<file path="src/rtl/matmul_control_path.sv">
// rtl/matmul_control_path.sv - NxN matrix multiply sequencer: memory reads, accumulate, C writes
module matmul_control_path #(
    parameter int DATA_WIDTH = 8,
    parameter int N          = 4
) (
    input  logic                  clk,
    input  logic                  reset_n,
    output logic                  en_ReadMat_A,
    output logic                  en_WriteMat_A,
    output logic [3:0]            rowAddr_A,
    output logic [3:0]            colAddr_A,
    output logic [DATA_WIDTH-1:0] writeData_A,
    input  logic [DATA_WIDTH-1:0] readData_A,
    output logic                  en_ReadMat_B,
    output logic                  en_WriteMat_B,
    output logic [3:0]            rowAddr_B,
    output logic [3:0]            colAddr_B,
    output logic [DATA_WIDTH-1:0] writeData_B,
    input  logic [DATA_WIDTH-1:0] readData_B,
    output logic                  en_Mux,
    output logic                  en_PPReg,
    output logic                  en_FDReg,
    output logic                  en_ReadMat_C,
    output logic                  en_WriteMat_C,
    output logic [3:0]            rowAddr_C,
    output logic [3:0]            colAddr_C,
    output logic [DATA_WIDTH-1:0] writeData_C,
    input  logic [DATA_WIDTH-1:0] readData_C
);

    typedef enum logic [2:0] {
        S_IDLE, S_READ, S_ACC, S_FD, S_WRITE, S_DONE
    } state_t;

    localparam logic [3:0] LAST = 4'(N - 1);

    state_t                state_q, state_d;
    logic [3:0]            i_q, j_q, k_q, i_d, j_d, k_d;
    logic [DATA_WIDTH-1:0] acc_q, acc_d, fd_q, prod;
    logic [3:0]            row_a_q, col_a_q, row_b_q, col_b_q, row_c_q, col_c_q;
    logic                  unused_read_c;

    assign unused_read_c = ^readData_C;

    always_ff @(posedge clk or posedge reset_n) begin
        if (reset_n) state_q <= S_IDLE;
        else         state_q <= state_d;
    end

    always_comb begin
        state_d = state_q;
        i_d     = i_q;
        j_d     = j_q;
        k_d     = k_q;
        case (state_q)
            S_IDLE:  state_d = S_READ;
            S_READ:  state_d = S_ACC;
            S_ACC: begin
                if (k_q == LAST) begin
                    k_d     = '0;
                    state_d = S_FD;
                end else begin
                    k_d     = k_q + 4'd1;
                    state_d = S_READ;
                end
            end
            S_FD:    state_d = S_WRITE;
            S_WRITE: begin
                if (j_q == LAST && i_q == LAST) begin
                    state_d = S_DONE;
                end else if (j_q == LAST) begin
                    j_d     = '0;
                    i_d     = i_q + 4'd1;
                    state_d = S_READ;
                end else begin
                    j_d     = j_q + 4'd1;
                    state_d = S_READ;
                end
            end
            default: state_d = S_DONE;
        endcase
    end

    always_comb begin
        en_ReadMat_A  = (state_q == S_READ);
        en_ReadMat_B  = (state_q == S_READ);
        en_PPReg      = (state_q == S_ACC);
        en_Mux        = (state_q == S_ACC) && (k_q != 4'd0);
        en_FDReg      = (state_q == S_FD);
        en_WriteMat_C = (state_q == S_WRITE);
    end

    // Mirror of the datapath: products and sums wrap at DATA_WIDTH.
    assign prod  = readData_A * readData_B;
    assign acc_d = (en_Mux ? acc_q : '0) + prod;

    always_ff @(posedge clk or posedge reset_n) begin
        if (reset_n) begin
            i_q     <= '0;
            j_q     <= '0;
            k_q     <= '0;
            acc_q   <= '0;
            fd_q    <= '0;
            row_a_q <= '0;
            col_a_q <= '0;
            row_b_q <= '0;
            col_b_q <= '0;
            row_c_q <= '0;
            col_c_q <= '0;
        end else begin
            i_q <= i_d;
            j_q <= j_d;
            k_q <= k_d;
            if (state_q == S_ACC) acc_q <= acc_d;
            if (state_q == S_FD)  fd_q  <= acc_q;
            // Addresses are loaded on entry so they are valid during the strobe cycle.
            if (state_d == S_READ) begin
                row_a_q <= i_d;
                col_a_q <= k_d;
                row_b_q <= k_d;
                col_b_q <= j_d;
            end
            if (state_d == S_WRITE) begin
                row_c_q <= i_q;
                col_c_q <= j_q;
            end
        end
    end

    assign rowAddr_A     = row_a_q;
    assign colAddr_A     = col_a_q;
    assign rowAddr_B     = row_b_q;
    assign colAddr_B     = col_b_q;
    assign rowAddr_C     = row_c_q;
    assign colAddr_C     = col_c_q;
    assign writeData_C   = fd_q;
    assign en_WriteMat_A = 1'b0;
    assign en_WriteMat_B = 1'b0;
    assign en_ReadMat_C  = 1'b0;
    assign writeData_A   = '0;
    assign writeData_B   = '0;

endmodule

</file>
<file path="config.mk">
export PLATFORM = sky130hd
export DESIGN_NAME = matmul_control_path
export DESIGN_NICKNAME = d
export VERILOG_FILES = /design/src/rtl/matmul_control_path.sv
export SDC_FILE = /design/constraint.sdc
export NUM_CORES = 1
export LEC_CHECK = 0
export BUFFER_PORTS_ARGS = -buffer_cell sky130_fd_sc_hd__buf_4
export CAP_MARGIN = 15
export CELL_PAD_IN_SITES_DETAIL_PLACEMENT = 0
export CELL_PAD_IN_SITES_GLOBAL_PLACEMENT = 1
export CORE_AREA = 2 2 91 93
export DETAILED_ROUTE_END_ITERATION = 6
export DIE_AREA = 0 0 93 95
export PLACE_DENSITY = 0.89
export SYNTH_ARGS = -nofsm -noshare
export SYNTH_HDL_FRONTEND = slang
export SYNTH_SLANG_ARGS = --single-unit
</file>
<file path="constraint.sdc">
create_clock -name clk -period 8.2 [get_ports clk]
set_input_delay 0.41 -clock clk [delete_from_list [all_inputs] [get_ports clk]]
set_output_delay 0.41 -clock clk [all_outputs]
set_load 0.02 [all_outputs]
</file>
Word-level counts from Yosys, hierarchy flattened. Index checks and enable logic that the tools add are counted.

Add/subtract/negate cells: 4. Multiply operators: 1. Equality and inequality tests: 9. Multiplexer cells: 12. Reductions and logical operators: 4.

Operator list (count): 2-to-1 mux 4 bit (8); one-hot mux 3 bit (5 select lines) (1); adder 4 x 1 -> 4 bit, second input constant (3); == test 4 x 2 -> 1 bit, second input constant (3); adder 8 bit (1); multiplier 8 x 8 -> 8 bit (1); 2-to-1 mux 8 bit (1); == test 3 x 1 -> 1 bit, second input constant (2); == test 3 x 2 -> 1 bit, second input constant (2); == test 3 bit, second input constant (2); nonzero test 4 bit (1); zero test 3 bit (1); 2-to-1 mux 3 bit (1); logical AND 1 bit (2); 2-to-1 mux 2 bit (1).

Bits in registers: 51. Input port bits: 26. Output and inout bits: 57. Word-level logic and storage cells: 41.

Longest topological paths before layout.
Depth after elaboration: 5. Gate-level depth with buffers: 20. Gate-level depth less buffers: 19.

Worst setup path after synthesis. OpenSTA, ideal clock, no wires.

Path kind: register -> register. Start: register state_q[0]. End: register acc_q[7]. Setup time: 0.147 ns. Arrival: 4.864 ns. Data required time: 8.053 ns. Setup slack: 3.190 ns. Stages on the path, launching flop included: 20. Path buffers: 1. Period minus slack after synthesis: 5.010 ns. Path through: dfrtp_1 -> nor2_1 -> nand2_1 -> clkbuf_1 -> a21oi_1 -> nand2_1 -> fa_1 -> inv_1 -> fa_1 -> ha_1 -> inv_1 -> fa_1 -> inv_1 -> fa_1 -> a21o_1 -> a21oi_1 -> xnor3_1 -> xnor3_2 -> mux2i_1 -> a21oi_1.

Word-level cells in the longest chain between the ends: 4.

Ends and longest elaborated chain: from (decl) (RTL line 37) `state_t state_q, state_d;`; from (signal assigned) (RTL line 47) `else state_q <= state_d;`; == test 3 x 2 -> 1 bit (RTL line 88) `en_Mux = (state_q == S_ACC) && (k_q != 4'd0);`; logical AND 1 bit (RTL line 88); net en_Mux (RTL line 20) `output logic en_Mux,`; 2-to-1 mux 8 bit (RTL line 95) `assign acc_d = (en_Mux ? acc_q : '0) + prod;`; adder 8 bit (RTL line 95); to (signal assigned) (RTL line 102) `acc_q <= '0;`; to (signal assigned) (RTL line 114) `if (state_q == S_ACC) acc_q <= acc_d;`; to (decl) (RTL line 39) `logic [DATA_WIDTH-1:0] acc_q, acc_d, fd_q, prod;`.

The timed path passes the listed nets, and every way through them passes these cells. A chain may end at the register's enable or synchronous reset.

Final worst setup path.
Start: register state_q[0]. End: register acc_q[7].

Word-level cells in the longest chain between the ends: 4.

Ends and longest elaborated chain (RTL line): == test 3 x 2 -> 1 bit * (88, 114); logical AND 1 bit (88); 2-to-1 mux 8 bit (95); adder 8 bit (95).

Every way passes the cells marked *; elsewhere a longest branch is shown, timed or not.

==> reports/qor.csv <==
stage,metric,value,unit
logic_synthesis,ys_ff_latch,51,
setup_path,cp_slowest_cell,a21oi_1,
sta,hold_violations,0,
setup_path,crit_chain,"nor2_1, nand2_1, a21oi_1, nand2_1, fa_1, inv_1, fa_1, ha_1, inv_1, fa_1, inv_1, fa_1, a21o_1, a21oi_1, xnor3_1, xnor3_2, mux2i_1, a21oi_1",
sta,slew_violations,0,
setup_path,rrSetupSlack,2910,ps
setup_path,endpoint_kind,flop,
logic_synthesis,synthFlopType,dfrtp_1,
layout,areaGrowthSynthToFinish,15.62,%
setup_path,slowest_delay,540,ps
logic_synthesis,post-synth-top-count-cell,nand2_1,
hold_path,hold_class,in -> async,
layout,fin_nets,463,
logic_synthesis,ys_async_sr_fraction,1.000,
setup_path,cp_data_required_time,8370,ps
logic_synthesis,syn_area,3339,µm²
global_routing,grt-ovfl-total,0,
die,ioPinCount,83,
setup_path,crit-reg2reg-capture,acc_q[7],
drt,drtIter0Drc,83,
job,max_cap_viol_count,0,
sta,max_slew.worst_pin.slew,759.6,ps
global_routing,grtUsageTotal,0.1625,
pwr,power-per-cell-area,182.1,nW/µm²
sta,max_clock_freq,0.1892,GHz
setup_path,crit_top_cell,fa_1,
clock_tree,cts_setup_buffers,0,
sta,slew_headroom,0.4921,
sta,rsz0062_at_grt,false,
layout,insertedDiodeCount,0,
placed_design,gp_congestion,0.8306,
setup_path,r2r-start,state_q[0],
drt,routed_wl,6533,µm
die,die_area,8835,µm²
die,fp.coreArea,7928,µm²
logic_synthesis,synth_top_cell_by_area,dfrtp_1,
logic_synthesis,ys_seq_area_frac,0.3822,
clock_tree,holdBufCountCts,0,
logic_synthesis,synth-xor-area-share,0.05845,
drt,via_per_inst,4.722,
clock_tree,htreeDepth,2,
setup_path,reg2reg_depth,18,
setup_path,crit_arrival,5450,ps
drt,drc,0,
clock_tree,clock_sinks,51,
logic_synthesis,synth_simple_gate_area_frac,0.1607,
sta,tns,0,ps
setup_path,critical_path_peak_fanout,13,
sta,min_period,5287,ps
die,die_w,93,µm
logic_synthesis,synth_mux_area_frac,0.06369,
clock_tree,insertion_delay,300,ps
clock_tree,cts_tree,built,
drt,wl_per_cell,12.96,µm
clock_tree,cts-root-buf,clkbuf_8,
clock_tree,cts_resized,0,
clock_tree,clockBufferDepth,2,
logic_synthesis,yosys-top-cells-area,"dfrtp_1 (38%), fa_1 (11%), nand2_1 (11%)",
placed_design,dp.cells,495,
global_routing,antenna_found_initial,0,
layout,final_cell_count_no_fill,504,
placed_design,placedInstanceArea,3745,µm²
clock_tree,clkTransAtPathRegs,100,ps
drt,drtPass1Iterations,4,
placed_design,portBuffers,55,
die,initial_core_util,0.4212,
logic_synthesis,syn_inst,346,
setup_path,critPathKind,reg -> reg,
logic_synthesis,synth_fa_ha_area_frac,0.1866,
placed_design,dp_hpwl,5095,µm
clock_tree,cts_buffers,5,
pwr,ir_drop,0.1066,mV
logic_synthesis,synth_common_cells,"nand2_1 (96), dfrtp_1 (51), inv_1 (37)",
sta,finalCritPeriodShare,0.6447,
pwr,power.leakage,2.049,nW
global_routing,grt_first_pass_wirelength,11450,µm
global_routing,grt_max_degree,52,
die,die_y,95,µm
sta,setup_viol,0,
drt,vias,2380,
logic_synthesis,yosysTopAreaCellShare,0.3822,
layout,fin_area,3861,µm²
logic_synthesis,syn_avg_cell_area,9.652,µm²
drt,ant_nets,0,
logic_synthesis,synthDistinctLibCells,36,
logic_synthesis,synth_top_family_by_area,adder cells,
logic_synthesis,synth_compound_area_frac,0.04384,
sta,skew,9.566,ps
setup_path,critPathLaunchType,flop,
die,row_count,33,
layout,drive_above_1_share,0.2281,
logic_synthesis,ys.warnings.count,0,
global_routing,first_global_vias,2450,
run_status,status,completed,
logic_synthesis,synth_enable_flop_cells,0,
==> layout make-up <==
| cell class | count | area, µm² |
|---|---|---|
| Clock buffer | 6 | 82.58 |
| Clock inverter | 2 | 13.76 |
| Tap cell | 105 | 131.4 |
| Multi-Input combinational cell | 247 | 1785 |
| Timing Repair Buffer | 56 | 432.9 |
| Sequential cell | 51 | 1276 |
| Inverter | 37 | 138.9 |
| Fill cell | 756 | 4066 |
==> per-layer routing <==
metal  vias up  global-route usage  part of all wire
met1      1170              0.2048              0.44
met5         -                   0                 0
li1       1144                   -                 -
met4         0             0.03431             0.012
met3         8             0.02634             0.042
met2        58              0.2953              0.51
==> cell usage in the layout (no fill, tap or decap), types with 2 or more instances in the layout <==
cell type,count
buf_4,55
nand2_1,96
a21o_1,3
a21oi_1,8
and2_2,2
nand4_1,2
o21ai_0,7
ha_1,21
conb_1,19
and3_1,2
nor2_1,8
mux2_2,18
fa_1,18
nand3_1,5
and2_1,7
dfrtp_1,51
xnor2_1,12
xor2_1,5
inv_1,36
clkbuf_8,6
==> critical path, delay by kind of cell (launching register included) <==
family / cells / cell delay [ps]
AOI/OAI and AO/OA: 4 / 1000
DFF: 1 / 440
muxes: 1 / 200
and+or+nand+nor: 3 / 600
adders and majority gates: 5 / 2220
xor gates and xnor gates: 2 / 540
buffers and inverters: 3 / 170
==> flip-flops by register name (all words and copies together), names as in the netlist <==
register	cells
acc_q	8
colAddr_B	4
colAddr_C	4
i_q	4
j_q	4
k_q	4
rowAddr_A	4
rowAddr_B	4
rowAddr_C	4
state_q	3
writeData_C	8
==> how the worst max path moves through the flow <==
stage	endpoint	slack (ps)	start
6_report	acc_q[7]	2910	state_q[0]
3_5_place_dp	acc_q[7]	2910	state_q[0]
3_3_place_gp	acc_q[7]	2990	state_q[0]
5_1_grt	acc_q[7]	2530	state_q[0]
2_1_floorplan	acc_q[7]	3190	state_q[0]
4_1_cts	acc_q[7]	2880	state_q[0]
==> logic make-up (layout without fill, tap and decap cells) <==
group                      after synthesis  after routing
muxes                                   19             19
xor gates and xnor gates                19             19
AOI/OAI and AO/OA                       24             24
adders and majority gates               39             39
DFF                                     51             51
and+or+nand+nor                        127            127
buffers and inverters                   66            101
other                                    1             19
==> power breakdown <==
group / internal (mW) / switching (mW) / leakage, nW
Sequential: 0.288 / 0.0291 / 0.637
Combinational: 0.103 / 0.131 / 1.36
Clock: 0.0691 / 0.0820 / 0.0516
==> through the flow <==
| stage | total power, mW | worst slack, ps | hold WS [ps] | utilization |
|---|---|---|---|---|
| 6_report | 0.7030 | 2913 | 168.2 | 0.4871 |
| 5_1_grt | 0.7563 | 2526 | 203.3 | 0.4871 |
| 4_1_cts | 0.7125 | 2883 | 406.1 | 0.4845 |
| 3_5_place_dp | 0.5575 | 2912 | 472.8 | 0.4724 |
| 3_3_place_gp | 0.5513 | 2989 | 465.9 | 0.4724 |
| 2_1_floorplan | 0.4796 | 3190 | 452.4 | - |
(Power assumes the default switching activity.)
